$ cat config.mk
export PLATFORM = sky130hd
export DESIGN_NAME = sd_filter_seq
export DESIGN_NICKNAME = d
export VERILOG_FILES = /design/src/rtl/sd_filter_seq_pkg.sv /design/src/rtl/sd_bit_packer.sv /design/src/rtl/sd_filter_seq.sv
export SDC_FILE = /design/constraint.sdc
export NUM_CORES = 1
export LEC_CHECK = 0
export ABC_AREA = 1
export CAP_MARGIN = 20
export CORE_UTILIZATION = 46
export DETAILED_ROUTE_END_ITERATION = 6
export PLACE_DENSITY = 0.82
export SLEW_MARGIN = 15
export SYNTH_ARGS = -nofsm -noshare
export SYNTH_HDL_FRONTEND = slang
export SYNTH_HIERARCHICAL = 1
export SYNTH_SLANG_ARGS = --single-unit
$ cat constraint.sdc
create_clock -name clk -period 1.7 [get_ports clk]
set_input_delay 0.34 -clock clk [delete_from_list [all_inputs] [get_ports clk]]
set_output_delay 0.34 -clock clk [all_outputs]
set_load 0.01 [all_outputs]
$ cat src/rtl/sd_filter_seq_pkg.sv
// Shared types and defaults for the sigma-delta filter sequencer.
// Holds the FSM state type and the default sample/word geometry.
package sd_filter_seq_pkg;

  localparam int OSR_DEF = 256;
  localparam int DW_DEF  = 16;
  localparam int PW_DEF  = 32;

  typedef enum logic [1:0] {
    IDLE = 2'd0,
    FILL = 2'd1,
    RUN  = 2'd2,
    STOP = 2'd3
  } state_t;

  // sfix16_En7 audio sample
  typedef logic signed [DW_DEF-1:0] sample_t;

endpackage

$ cat src/rtl/sd_bit_packer.sv
// Packs the filter bitstream LSB-first into PW-bit words.
// One output slot; a word finding the slot busy is dropped.
module sd_bit_packer
  import sd_filter_seq_pkg::*;
#(
  parameter int PW = PW_DEF
) (
  input  logic          clk,
  input  logic          aresetn,
  input  logic          flush,
  input  logic          ce,
  input  logic          data_bit,
  input  logic          clear,
  input  logic          ready,
  output logic          valid,
  output logic [PW-1:0] data,
  output logic          overflow
);

  localparam int CW = (PW > 1) ? $clog2(PW) : 1;

  logic [PW-1:0] pack;
  logic [PW-1:0] word;
  logic [CW-1:0] cnt;
  logic          done;

  always_comb begin
    word      = pack;
    word[cnt] = data_bit;
  end

  assign done = ce && (cnt == CW'(PW-1));

  always_ff @(posedge clk) begin
    if (!aresetn) begin
      pack     <= '0;
      cnt      <= '0;
      valid    <= 1'b0;
      data     <= '0;
      overflow <= 1'b0;
    end else begin
      if (ce) begin
        pack <= word;
        cnt  <= done ? '0 : cnt + 1'b1;
      end
      if (flush)
        cnt <= '0;
      if (done && (!valid || ready)) begin
        data  <= word;
        valid <= 1'b1;
      end else if (valid && ready) begin
        valid <= 1'b0;
      end
      // a same-cycle drop beats the clear
      if (done && valid && !ready)
        overflow <= 1'b1;
      else if (clear)
        overflow <= 1'b0;
    end
  end

endmodule

$ cat src/rtl/sd_filter_seq.sv
// Sequencer feeding a sigma-delta filter: holds each sample OSR
// cycles on filt_in and packs the returned bitstream into words.
module sd_filter_seq
  import sd_filter_seq_pkg::*;
#(
  parameter int OSR = OSR_DEF,
  parameter int DW  = DW_DEF,
  parameter int PW  = PW_DEF
) (
  input  logic          clk,
  input  logic          aresetn,
  input  logic          enable,
  input  logic          s_valid,
  output logic          s_ready,
  input  logic [DW-1:0] s_data,
  output logic          m_valid,
  input  logic          m_ready,
  output logic [PW-1:0] m_data,
  output logic          clk_enable,
  output logic [DW-1:0] filt_in,
  input  logic          ce_out,
  input  logic          filt_out,
  input  logic          clear_flags,
  output logic          underrun,
  output logic          overflow,
  output logic          busy
);

  localparam int HW = (OSR > 1) ? $clog2(OSR) : 1;

  state_t        state;
  logic [HW-1:0] cnt;
  logic [DW-1:0] nxt_q;
  logic          full;
  logic          running;
  logic          accept;
  logic          wrap;

  assign running = (state == RUN) || (state == STOP);
  assign s_ready = (state == FILL) || (running && !full);
  assign accept  = s_valid && s_ready;
  assign wrap    = running && (cnt == HW'(OSR-1));

  always_ff @(posedge clk) begin
    if (!aresetn) begin
      state      <= IDLE;
      cnt        <= '0;
      nxt_q      <= '0;
      full       <= 1'b0;
      filt_in    <= '0;
      clk_enable <= 1'b0;
      busy       <= 1'b0;
      underrun   <= 1'b0;
    end else begin
      if (clear_flags)
        underrun <= 1'b0;
      unique case (state)
        IDLE: begin
          if (enable)
            state <= FILL;
        end
        FILL: begin
          if (!enable) begin
            state <= IDLE;
          end else if (accept) begin
            // first sample goes straight to the filter
            state      <= RUN;
            filt_in    <= s_data;
            cnt        <= '0;
            clk_enable <= 1'b1;
            busy       <= 1'b1;
          end
        end
        RUN, STOP: begin
          cnt <= wrap ? '0 : cnt + 1'b1;
          if (wrap && state == STOP) begin
            state      <= IDLE;
            filt_in    <= '0;
            full       <= 1'b0;
            clk_enable <= 1'b0;
            busy       <= 1'b0;
          end else begin
            if (state == RUN && !enable)
              state <= STOP;
            if (wrap) begin
              filt_in <= full ? nxt_q : '0;
              if (!full)
                underrun <= 1'b1;
            end
            if (accept) begin
              nxt_q <= s_data;
              full  <= 1'b1;
            end else if (wrap) begin
              full <= 1'b0;
            end
          end
        end
        default: state <= IDLE;
      endcase
    end
  end

  sd_bit_packer #(
    .PW(PW)
  ) u_packer (
    .clk      (clk),
    .aresetn  (aresetn),
    .flush    (state == IDLE),
    .ce       (ce_out && clk_enable),
    .data_bit (filt_out),
    .clear    (clear_flags),
    .ready    (m_ready),
    .valid    (m_valid),
    .data     (m_data),
    .overflow (overflow)
  );

endmodule

==> flow_summary_export.csv <==
group,metric,value,unit
status,outcome,"finished, violations left",
status,violations,"DRC, setup timing",
synthesis,syn-num-nets,940,
global_route,track_usage,0.2195,
cts,numCtsBuffers,17,
worst_setup_path,crit_start,"u_packer/cnt[1]",
placement,dp_hpwl,8891,um
timing,setup_violations,12,
final_layout,fillCellCount,1068,
drt,drt_iter0_drc,565,
timing,fmax,0.5708,GHz
worst_setup_path,critical_path.max_fanout,7,
timing,fin_ws,-0.05199,ns
floorplan,row_count,41,
final_layout,mostFrequentLayoutCells,"197 x nor2_1, 196 x nand2_1, 113 x nand3_1",
synthesis,netlist_top_cells_area,"dfxtp_1 39%, nor2_1 13%, nand2_1 13%, nand3_1 10%, inv_1 6.3%",
placement,globalplace.congestion,0.8032,
job,cap_violations,0,
global_route,first_global_vias,5170,
timing,rsz0062_at_grt,"true",
final_layout,regArea,2330,um^2
synthesis,syn_area,5906,um^2
timing,finalHoldViolations,0,
synthesis,yosys_warnings,6,
worst_setup_path,crit_required,2.07,ns
final_layout,multiInputGateArea,3053,um^2
synthesis,syn_inst,910,
drt,wl_per_cell,12.73,um
cts,cts_tree,"done",
timing,finalMaxSlewViolations,0,
floorplan,start_util,0.4699,
synthesis,synth_top_area_frac,0.3932,
placement,port_buffers,77,
timing,timing.slew.headroom,0.7125,
floorplan,fp.dieW,115.3,um
floorplan,fp.dieH,115.3,um
synthesis,synth-seq-cells,116,
synthesis,synth_area_per_cell,6.490,um^2
worst_setup_path,r2r_start,"u_packer/cnt[1]",
drt,viasPerCell,5.026,
timing,period_share,1.031,
drt,ant_nets,0,
power,power.leakage,0.003684,uW
synthesis,synth_cell_types,34,
cts,h-tree-depth,4,
timing,period_needed,1.752,ns
drt,dr.pass1.iters,7,
final_layout,num_antenna_cells,0,
drt,vias,6006,
global_route,grt_pass1_wl,23030,um
cts,cts_root_buffer,"clkbuf_16",
global_route,overflow,0,
final_layout,layout_commonest_cell,"nor2_1",
final_layout,post_route_cells_drive_above_1_share,0.1525,
global_route,antenna_found_initial,0,
drt,drcViolationCount,3,
global_route,grt_max_degree,39,
worst_setup_path,cp.arrival,2.12,ns
power,p_per_area,939.9,nW/um^2
timing,whs,0.4723,ns
drt,routed_wl,15210,um
floorplan,core_area,12570,um^2
synthesis,ys_seq_area_frac,0.3932,
min_path,holdCritStartpoint,"u_packer/overflow",
placement,dp_slack,-0.02517,ns
floorplan,die_area,13300,um^2
timing,worst_slew_pin_slew,0.4307,ns
power,vdd_drop_max,0.0006174,V
final_layout,final_nets,1040,
cts,cts_max_path_buffers,2,
cts,cts.clk_slew.worst_paths,0.05,ns
min_path,hold_path.class,"reg2reg",
worst_setup_path,start_kind,"register",
cts,clock_latency,0.42,ns
cts,cts.sinks,116,
final_layout,syn_to_final_growth,36.31,%
timing,fin_worst_skew,0.007627,ns
worst_setup_path,crit_type,"reg2reg",
worst_setup_path,end_kind,"register",
cts,cts_hold_buf,0,
floorplan,ios,78,
synthesis,yosysTopAreaCell,"dfxtp_1",
metal layers:
metal	GRT usage	routed length, um
met1	0.2691	6470
met2	0.3605	7393
met3	0.05324	973
met4	0.1065	372
met5	0	0
path summary, 6_finish.rpt:
path                  endpoint  cells after the start  slack [ns]
max reg2reg  u_packer/data[22]                     11       -0.05
min reg2reg  u_packer/overflow                      2        0.47
max          u_packer/data[22]                     11       -0.05
min          u_packer/overflow                      2        0.47
report_power, final:
group	total [uW]	switching, uW	internal [uW]
Clock	3630	1230	2400
Combinational	1010	544	471
Sequential	2920	70.5	2850
Total	7570	1840	5720
kinds of logic after synthesis:
group,count (synthesis),share of synthesized area
flops,116,0.3932
buf+inv,162,0.1174
compound gates,43,0.04089
fa+ha+maj,6,0.01271
simple gates,582,0.4343
xor+xnor,1,0.001483
cells in the mapped netlist:
library cell	count
buf_4	10
clkinv_1	1
nor2_8	1
o21bai_4	1
or2_2	3
nor2_4	7
xor2_1	1
nand2_1	201
nand4_1	24
buf_1	2
ha_1	6
clkbuf_1	19
o21a_1	1
inv_1	99
nor3_1	3
nand2_2	2
nor2_1	210
dfxtp_1	116
nand2_4	2
inv_2	8
nand4_4	1
nand3_1	122
buf_2	20
a21oi_1	17
nand3b_1	1
nand3_4	3
a22oi_1	1
o21ai_0	18
o21ai_1	2
buf_6	3
a21o_1	1
or2_1	1
nor2_2	1
a211oi_1	2
registers in the layout (all words and copies together), names as in the netlist:
name,count
underrun,1
u_packer/pack,32
filt_in,16
state,2
u_packer/valid,1
u_packer/overflow,1
cnt,8
nxt_q,16
busy,1
full,1
u_packer/cnt,5
u_packer/data,32
stage by stage:
| stage | power (uW) | utilization | TNS, ns | cells | area, um^2 |
|---|---|---|---|---|---|
| 6_report | 7566 | 0.6405 | -0.2573 | 1195 | 8050 |
| 5_1_grt | 7861 | 0.6405 | -2.301 | 1195 | 8050 |
| 4_1_cts | 7610 | 0.6115 | 0 | 1183 | 7686 |
| 3_5_place_dp | 3980 | 0.5629 | -0.1962 | 1151 | 7074 |
| 3_3_place_gp | 3960 | 0.5629 | -0.09327 | 1151 | 7074 |
| 2_1_floorplan | 3557 | - | 0 | 910 | 5906 |
area by class of cell:
| type | instances | area share |
|---|---|---|
| Sequential cell | 116 | 0.2894 |
| Tap cell | 172 | 0.02673 |
| Clock inverter | 10 | 0.01601 |
| Multi-Input combinational cell | 633 | 0.3792 |
| Inverter | 108 | 0.05036 |
| Clock buffer | 22 | 0.05891 |
| Timing Repair Buffer | 134 | 0.1794 |
critical path, cell delays in order, from the launching register on:
cell	delay [ns]
dfxtp_2	0.36
ha_4	0.16
nand2_4	0.06
nor2_4	0.13
ha_4	0.18
nand2_8	0.08
nor2_8	0.24
clkbuf_16	0.21
nor2_1	0.05
nor2_1	0.10
nand2_1	0.08
inv_1	0.05
repair_timing:
item	in CTS	in global routing
endpoints found under the setup margin	9	46
cloned	0	9
buffers inserted	0	3
endpoints found under the hold margin	0	0
pin swaps	0	24
gates resized for setup	8	49
(Power assumes the default switching activity.)
